<file path="src/rtl/ei_pe_pkg.sv">
// ei_pe_pkg
//   Shared types and widths for the PE datapath blocks.
//   ACC_W : accumulator / result width
//   OP_W  : operand width fed to the 8x8 MAC
//   mac_seq_state_t : sequencer states, IDLE -> CLEAR -> ISSUE -> DRAIN -> HOLD
package ei_pe_pkg;

    localparam int unsigned ACC_W = 32;
    localparam int unsigned OP_W  = 8;

    typedef enum logic [2:0] {
        IDLE,
        CLEAR,
        ISSUE,
        DRAIN,
        HOLD
    } mac_seq_state_t;

endpackage

</file>
<file path="src/rtl/ei_mac_seq_ctrl.sv">
// ei_mac_seq_ctrl
//   Sequencer for one ei_mac8x8_pipe dot-product engine. On start it clears the MAC
//   accumulator, reads len operand pairs from a 1-cycle-latency RAM, streams them into
//   the MAC, waits for the pipeline to drain and holds the 32-bit sum on a valid/ready
//   output. A drain watchdog flags a sticky err if the products never all arrive.
// Ports
//   clk, rst_n               clock, synchronous active-low reset
//   start, len               job request (len captured in IDLE, clamped to MAX_LEN)
//   busy                     job in progress (start accepted, result not yet taken)
//   op_rd_en, op_addr        operand RAM read port; op_a/op_b return one cycle later
//   mac_rst, mac_en          MAC control derived from rst_n
//   mac_valid_in, mac_clr_acc, mac_a, mac_b   MAC inputs
//   mac_acc_out, mac_valid_out                MAC outputs
//   res_data, res_valid, res_ready            result handshake
//   err                      sticky drain timeout
module ei_mac_seq_ctrl
    import ei_pe_pkg::*;
#(
    parameter  int unsigned LAT     = 3,
    parameter  int unsigned MAX_LEN = 256,
    localparam int unsigned ADDR_W  = $clog2(MAX_LEN)
) (
    input  logic              clk,
    input  logic              rst_n,
    input  logic              start,
    input  logic [ADDR_W:0]   len,
    output logic              busy,
    output logic              op_rd_en,
    output logic [ADDR_W-1:0] op_addr,
    input  logic [OP_W-1:0]   op_a,
    input  logic [OP_W-1:0]   op_b,
    output logic              mac_rst,
    output logic              mac_en,
    output logic              mac_valid_in,
    output logic              mac_clr_acc,
    output logic [OP_W-1:0]   mac_a,
    output logic [OP_W-1:0]   mac_b,
    input  logic [ACC_W-1:0]  mac_acc_out,
    input  logic              mac_valid_out,
    output logic [ACC_W-1:0]  res_data,
    output logic              res_valid,
    input  logic              res_ready,
    output logic              err
);

    localparam int unsigned     WD_W      = $clog2(LAT + 4) + 1;
    localparam logic [WD_W-1:0] WD_LAST   = WD_W'(LAT + 3);
    localparam logic [ADDR_W:0] MAX_LEN_L = (ADDR_W + 1)'(MAX_LEN);

    mac_seq_state_t    state_q, state_d;
    logic [ADDR_W:0]   len_q, len_d;
    logic [ADDR_W-1:0] addr_q, addr_d;
    logic [ADDR_W:0]   cnt_q, cnt_d;
    logic [WD_W-1:0]   wd_q, wd_d;
    logic [ACC_W-1:0]  res_q, res_d;
    logic              err_q, err_d;
    logic              rd_q;
    logic              vin_q;
    logic [OP_W-1:0]   a_q, b_q;

    logic [ADDR_W:0]   len_eff;
    logic              last_addr;

    assign len_eff   = (len > MAX_LEN_L) ? MAX_LEN_L : len;
    assign last_addr = ({1'b0, addr_q} == (len_q - (ADDR_W + 1)'(1)));

    always_comb begin
        state_d = state_q;
        len_d   = len_q;
        addr_d  = addr_q;
        wd_d    = wd_q;
        res_d   = res_q;
        err_d   = err_q;

        unique case (state_q)
            IDLE: begin
                if (start) begin
                    len_d   = len_eff;
                    err_d   = 1'b0;
                    state_d = CLEAR;
                end
            end
            CLEAR: begin
                addr_d = '0;
                wd_d   = '0;
                if (len_q != '0) begin
                    state_d = ISSUE;
                end else begin
                    res_d   = '0;
                    state_d = HOLD;
                end
            end
            ISSUE: begin
                if (last_addr) begin
                    wd_d    = '0;
                    state_d = DRAIN;
                end else begin
                    addr_d = addr_q + 1'b1;
                end
            end
            DRAIN: begin
                wd_d = wd_q + 1'b1;
                // cnt_q is registered, so the accumulator already includes the last product.
                if (cnt_q == len_q) begin
                    res_d   = mac_acc_out;
                    state_d = HOLD;
                end else if (wd_q == WD_LAST) begin
                    err_d   = 1'b1;
                    res_d   = mac_acc_out;
                    state_d = HOLD;
                end
            end
            HOLD: begin
                if (res_ready) begin
                    state_d = IDLE;
                end
            end
            default: state_d = IDLE;
        endcase
    end

    // Products are counted for the whole job; IDLE keeps the counter cleared.
    always_comb begin
        cnt_d = cnt_q;
        if (state_q == IDLE) begin
            cnt_d = '0;
        end else if (mac_valid_out) begin
            cnt_d = cnt_q + 1'b1;
        end
    end

    always_ff @(posedge clk) begin
        if (!rst_n) begin
            state_q <= IDLE;
            len_q   <= '0;
            addr_q  <= '0;
            cnt_q   <= '0;
            wd_q    <= '0;
            res_q   <= '0;
            err_q   <= 1'b0;
            rd_q    <= 1'b0;
            vin_q   <= 1'b0;
            a_q     <= '0;
            b_q     <= '0;
        end else begin
            state_q <= state_d;
            len_q   <= len_d;
            addr_q  <= addr_d;
            cnt_q   <= cnt_d;
            wd_q    <= wd_d;
            res_q   <= res_d;
            err_q   <= err_d;
            // rd_q marks RAM data valid; it is registered together with the operands so
            // valid_in and a/b reach the MAC in the same cycle.
            rd_q    <= op_rd_en;
            vin_q   <= rd_q;
            if (rd_q) begin
                a_q <= op_a;
                b_q <= op_b;
            end
        end
    end

    assign busy         = (state_q != IDLE);
    assign op_rd_en     = (state_q == ISSUE);
    assign op_addr      = addr_q;
    assign mac_rst      = ~rst_n;
    assign mac_en       = rst_n;
    assign mac_valid_in = vin_q;
    assign mac_clr_acc  = (state_q == CLEAR);
    assign mac_a        = a_q;
    assign mac_b        = b_q;
    assign res_data     = res_q;
    assign res_valid    = (state_q == HOLD);
    assign err          = err_q;

endmodule

</file>
<file path="config.mk">
export PLATFORM = sky130hd
export DESIGN_NAME = ei_mac_seq_ctrl
export DESIGN_NICKNAME = d
export VERILOG_FILES = /design/src/rtl/ei_pe_pkg.sv /design/src/rtl/ei_mac_seq_ctrl.sv
export SDC_FILE = /design/constraint.sdc
export NUM_CORES = 1
export LEC_CHECK = 0
export BUFFER_PORTS_ARGS = -buffer_cell sky130_fd_sc_hd__buf_2
export CAP_MARGIN = 20
export CORE_AREA = 2 2 95 97
export DETAILED_ROUTE_END_ITERATION = 12
export DIE_AREA = 0 0 97 99
export GPL_TIMING_DRIVEN = 0
export PLACE_DENSITY = 0.71
export SKIP_LAST_GASP = 1
export SLEW_MARGIN = 30
export SYNTH_ARGS = -nofsm -noshare
export SYNTH_HDL_FRONTEND = slang
export SYNTH_SLANG_ARGS = --single-unit
</file>
<file path="constraint.sdc">
create_clock -name clk -period 5.1 [get_ports clk]
set_input_delay 0.765 -clock clk [delete_from_list [all_inputs] [get_ports clk]]
set_output_delay 0.765 -clock clk [all_outputs]
set_load 0.01 [all_outputs]
</file>
==> results.py <==
metrics = {
    "synthesis": {
        "syn-cell-area_um2": 3742,
        "synth-simple-area-share": 0.2377,
        "synth.area.mux_share": 0.05082,
        "synth.avg_cell_area_um2": 8.505,
        "synth_compound_area_frac": 0.1367,
        "yosysWarnings": 0,
        "synth.largest_area_cell": "dfxtp_1",
        "synth_nets": 508,
        "synth_top_area_share": 0.4493,
        "synth.distinct_cells": 51,
        "ys_seq_area_frac": 0.4493,
        "synth_fa_ha_area_frac": 0.02006,
        "synth.area.top_cells": "dfxtp_1 45%, a21oi_1 7.2%, nand3_1 5.6%, mux2i_1 5.1%, nor2_1 4.9%",
        "synth_top_family_by_area": "simple AND/OR/NAND/NOR gates",
        "synth-xor-area-share": 0.05617,
        "synth_seq_cells": 84,
        "synthCells": 440,
    },
    "timing": {
        "hold_slack_ns": 0.4511,
        "finalSetupViolCount": 0,
        "worst_clock_skew_ns": 0.01444,
        "hold_viol": 0,
        "fin_setup_tns_ns": 0,
        "worstMarginPinSlew_ns": 0.6114,
        "finalWorstSetupSlack_ns": 2.150,
        "finalMaxSlewViolations": 0,
        "rsz0062_at_grt": "no",
        "period_share": 0.5785,
        "relSlewSlack": 0.5924,
        "fin_crit_ns": 2.950,
        "max_freq_ghz": 0.3389,
    },
    "die": {
        "ios": 126,
        "initial_core_util": 0.4377,
        "row_count": 34,
        "die_w_um": 97,
        "die_height_um": 99,
        "die-area_um2": 9603,
        "coreArea_um2": 8551,
    },
    "power_and_ir_drop": {
        "ir_worst_vdd_mv": 0.1887,
        "leakagePower_uw": 0.002012,
        "power_density_nw_per_um2": 287.1,
    },
    "setup_path": {
        "crit_path_end_kind": "output pin",
        "crit_cells": 5,
        "cp_top_family": "buffers and inverters",
        "slowest_delay_ns": 0.44,
        "reg2reg_depth": 10,
        "slowest_stage": "clkbuf_1",
        "cp_data_required_time_ns": 4.34,
        "path_cells": "buf_2, inv_1, clkbuf_1, clkbuf_1, buf_2",
        "worst_setup_path_start_kind": "input pin",
        "crit_fanout": 10,
        "critical_path_arrival_ns": 2.19,
        "path_buf_inv": 5,
        "crit_type": "in -> out",
    },
    "drt": {
        "drt_iter0_markers": 89,
        "drt-vias-per-instance": 5.100,
        "num_vias": 3504,
        "detail-route-antenna-nets": 0,
        "drc": 0,
        "post_drt_wl_per_cell_um": 13.51,
        "drt-total-wl_mm": 9.279,
        "drt-pass1-iter-count": 4,
    },
    "clock_tree": {
        "cts_buffers": 9,
        "cts.clk_slew.worst_paths_ns": 0.10,
        "postCtsResizedCells": 0,
        "clkSinkCount": 84,
        "htreeDepth": 3,
        "clk_latency_ns": 0.35,
        "clk_path_buf_depth": 2,
        "root_buffer": "clkbuf_8",
        "ctsHoldBuffers": 0,
        "cts_tree": "built",
        "postCtsSetupRepairBufs": 0,
    },
    "run": {
        "maxCapViolCount": 0,
    },
    "final_layout": {
        "multiInputGateArea_um2": 1877,
        "n_antenna_cell": 0,
        "layout.area.seq_um2": 1682,
        "nNetsFinal": 642,
        "drive_gt1_frac": 0.2746,
        "mostFrequentLayoutCell": "buf_2",
        "fillerInstances": 810,
        "syn2layout_area_growth_pct": 25.41,
        "layout_common_cells": "132 x buf_2, 84 x dfxtp_1, 54 x a21oi_1",
    },
    "placement": {
        "hpwl_mm": 6.917,
        "place_ws_ns": 2.110,
        "gp_congestion": 0.8623,
        "io_buffers": 123,
    },
    "grt": {
        "grt_pass1_wl_mm": 15.39,
        "grt_pass1_vias": 3287,
        "grt_usage": 0.1931,
        "grt_antenna_before_repair": 0,
        "grt_overflow": 0,
        "grt_max_degree": 16,
    },
    "min_path": {
        "min_path_type": "reg -> reg",
        "hold_depth": 2,
    },
    "outcome": {
        "status": "finished, final reports clean",
    },
}
-- cell usage after synthesis, drive strengths merged --
library cell,count
nand2b,4
o31ai,1
clkbuf,21
o21a,2
dfxtp,84
o211ai,3
a31oi,1
a32oi,1
and3,2
o21ai,10
nor4b,1
nand3,42
buf,12
xor2,16
nor2b,1
a32o,1
or3,9
a21oi,55
a31o,1
xnor2,8
nand3b,2
or2,1
o32ai,1
mux2i,19
a21o,1
nor4,1
and3b,1
inv,8
ha,6
a221oi,2
nor3,4
or4,1
o311a,1
and4,2
o211a,2
nand2,42
a311oi,2
nor2,50
and2,4
nand4,6
nor3b,9
-- logic make-up (layout without fill, tap and decap cells) --
group           Yosys count  in the layout
compound gates           84             84
xor+xnor                 24             24
mux                      19             19
simple gates            182            182
flops                    84             84
fa+ha+maj                 6              6
buf+inv                  41            180
-- through the flow --
step | utilization | instances | cell area [µm²] | total power (µW)
2_1_floorplan | - | 440 | 3742 | 816.8
3_3_place_gp | 0.5255 | 671 | 4493 | 880.1
3_5_place_dp | 0.5255 | 671 | 4493 | 884.5
4_1_cts | 0.5489 | 687 | 4693 | 1360
5_1_grt | 0.5489 | 687 | 4693 | 1407
6_report | 0.5489 | 687 | 4693 | 1347
-- final cells by class --
cell class | instances | area share
plain buffers | 33 | 0.03279
clock buffers | 9 | 0.02639
clock inverters | 7 | 0.01626
inverters | 8 | 0.006398
multi-input cells | 315 | 0.3999
flip-flops and latches | 84 | 0.3583
well taps | 108 | 0.02879
repair buffers | 123 | 0.1312
-- power by group --
group	internal, µW	switching (µW)
Combinational	75.3	116
Clock	230	249
Sequential	666	10.7
Total	971	376
-- path summary, 6_finish.rpt --
kind | startpoint | to | slack, ns
hold reg to reg | res_data[0]$_SDFFE_PN0P_ | res_data[0]$_SDFFE_PN0P_ | 0.45
setup / recovery | rst_n | mac_rst | 2.15
hold / removal | res_data[0]$_SDFFE_PN0P_ | res_data[0]$_SDFFE_PN0P_ | 0.45
setup reg to reg | len_q[1]$_SDFFE_PN0P_ | op_addr[1]$_SDFFE_PN0P_ | 2.45
-- sequential cells by signal, summed over array words and instances, names as in the netlist --
| signal | count |
|---|---|
| cnt_q | 9 |
| wd_q | 4 |
| op_addr | 8 |
| len_q | 9 |
| err | 1 |
| mac_valid_in | 1 |
| mac_b | 8 |
| mac_a | 8 |
| state_q | 3 |
| rd_q | 1 |
| res_data | 32 |
-- layer usage --
layer | vias to the layer above | track usage | part of all wire | wire length [µm]
met2 | 114 | 0.3109 | 0.45 | 4201
li1 | 1785 | - | - | -
met4 | 0 | 0.06067 | 0.015 | 143
met5 | - | 0 | 0 | 0
met1 | 1595 | 0.2568 | 0.47 | 4343
met3 | 10 | 0.04823 | 0.064 | 591
-- worst min-delay path, delay by kind of cell, from the launching register on --
kind | cells | cell delay (ns)
AND/OR/NAND/NOR | 1 | 0.05
AO/OA/AOI/OAI | 1 | 0.05
flip-flops | 1 | 0.32
Note: power is estimated with default switching activity, not from simulation.
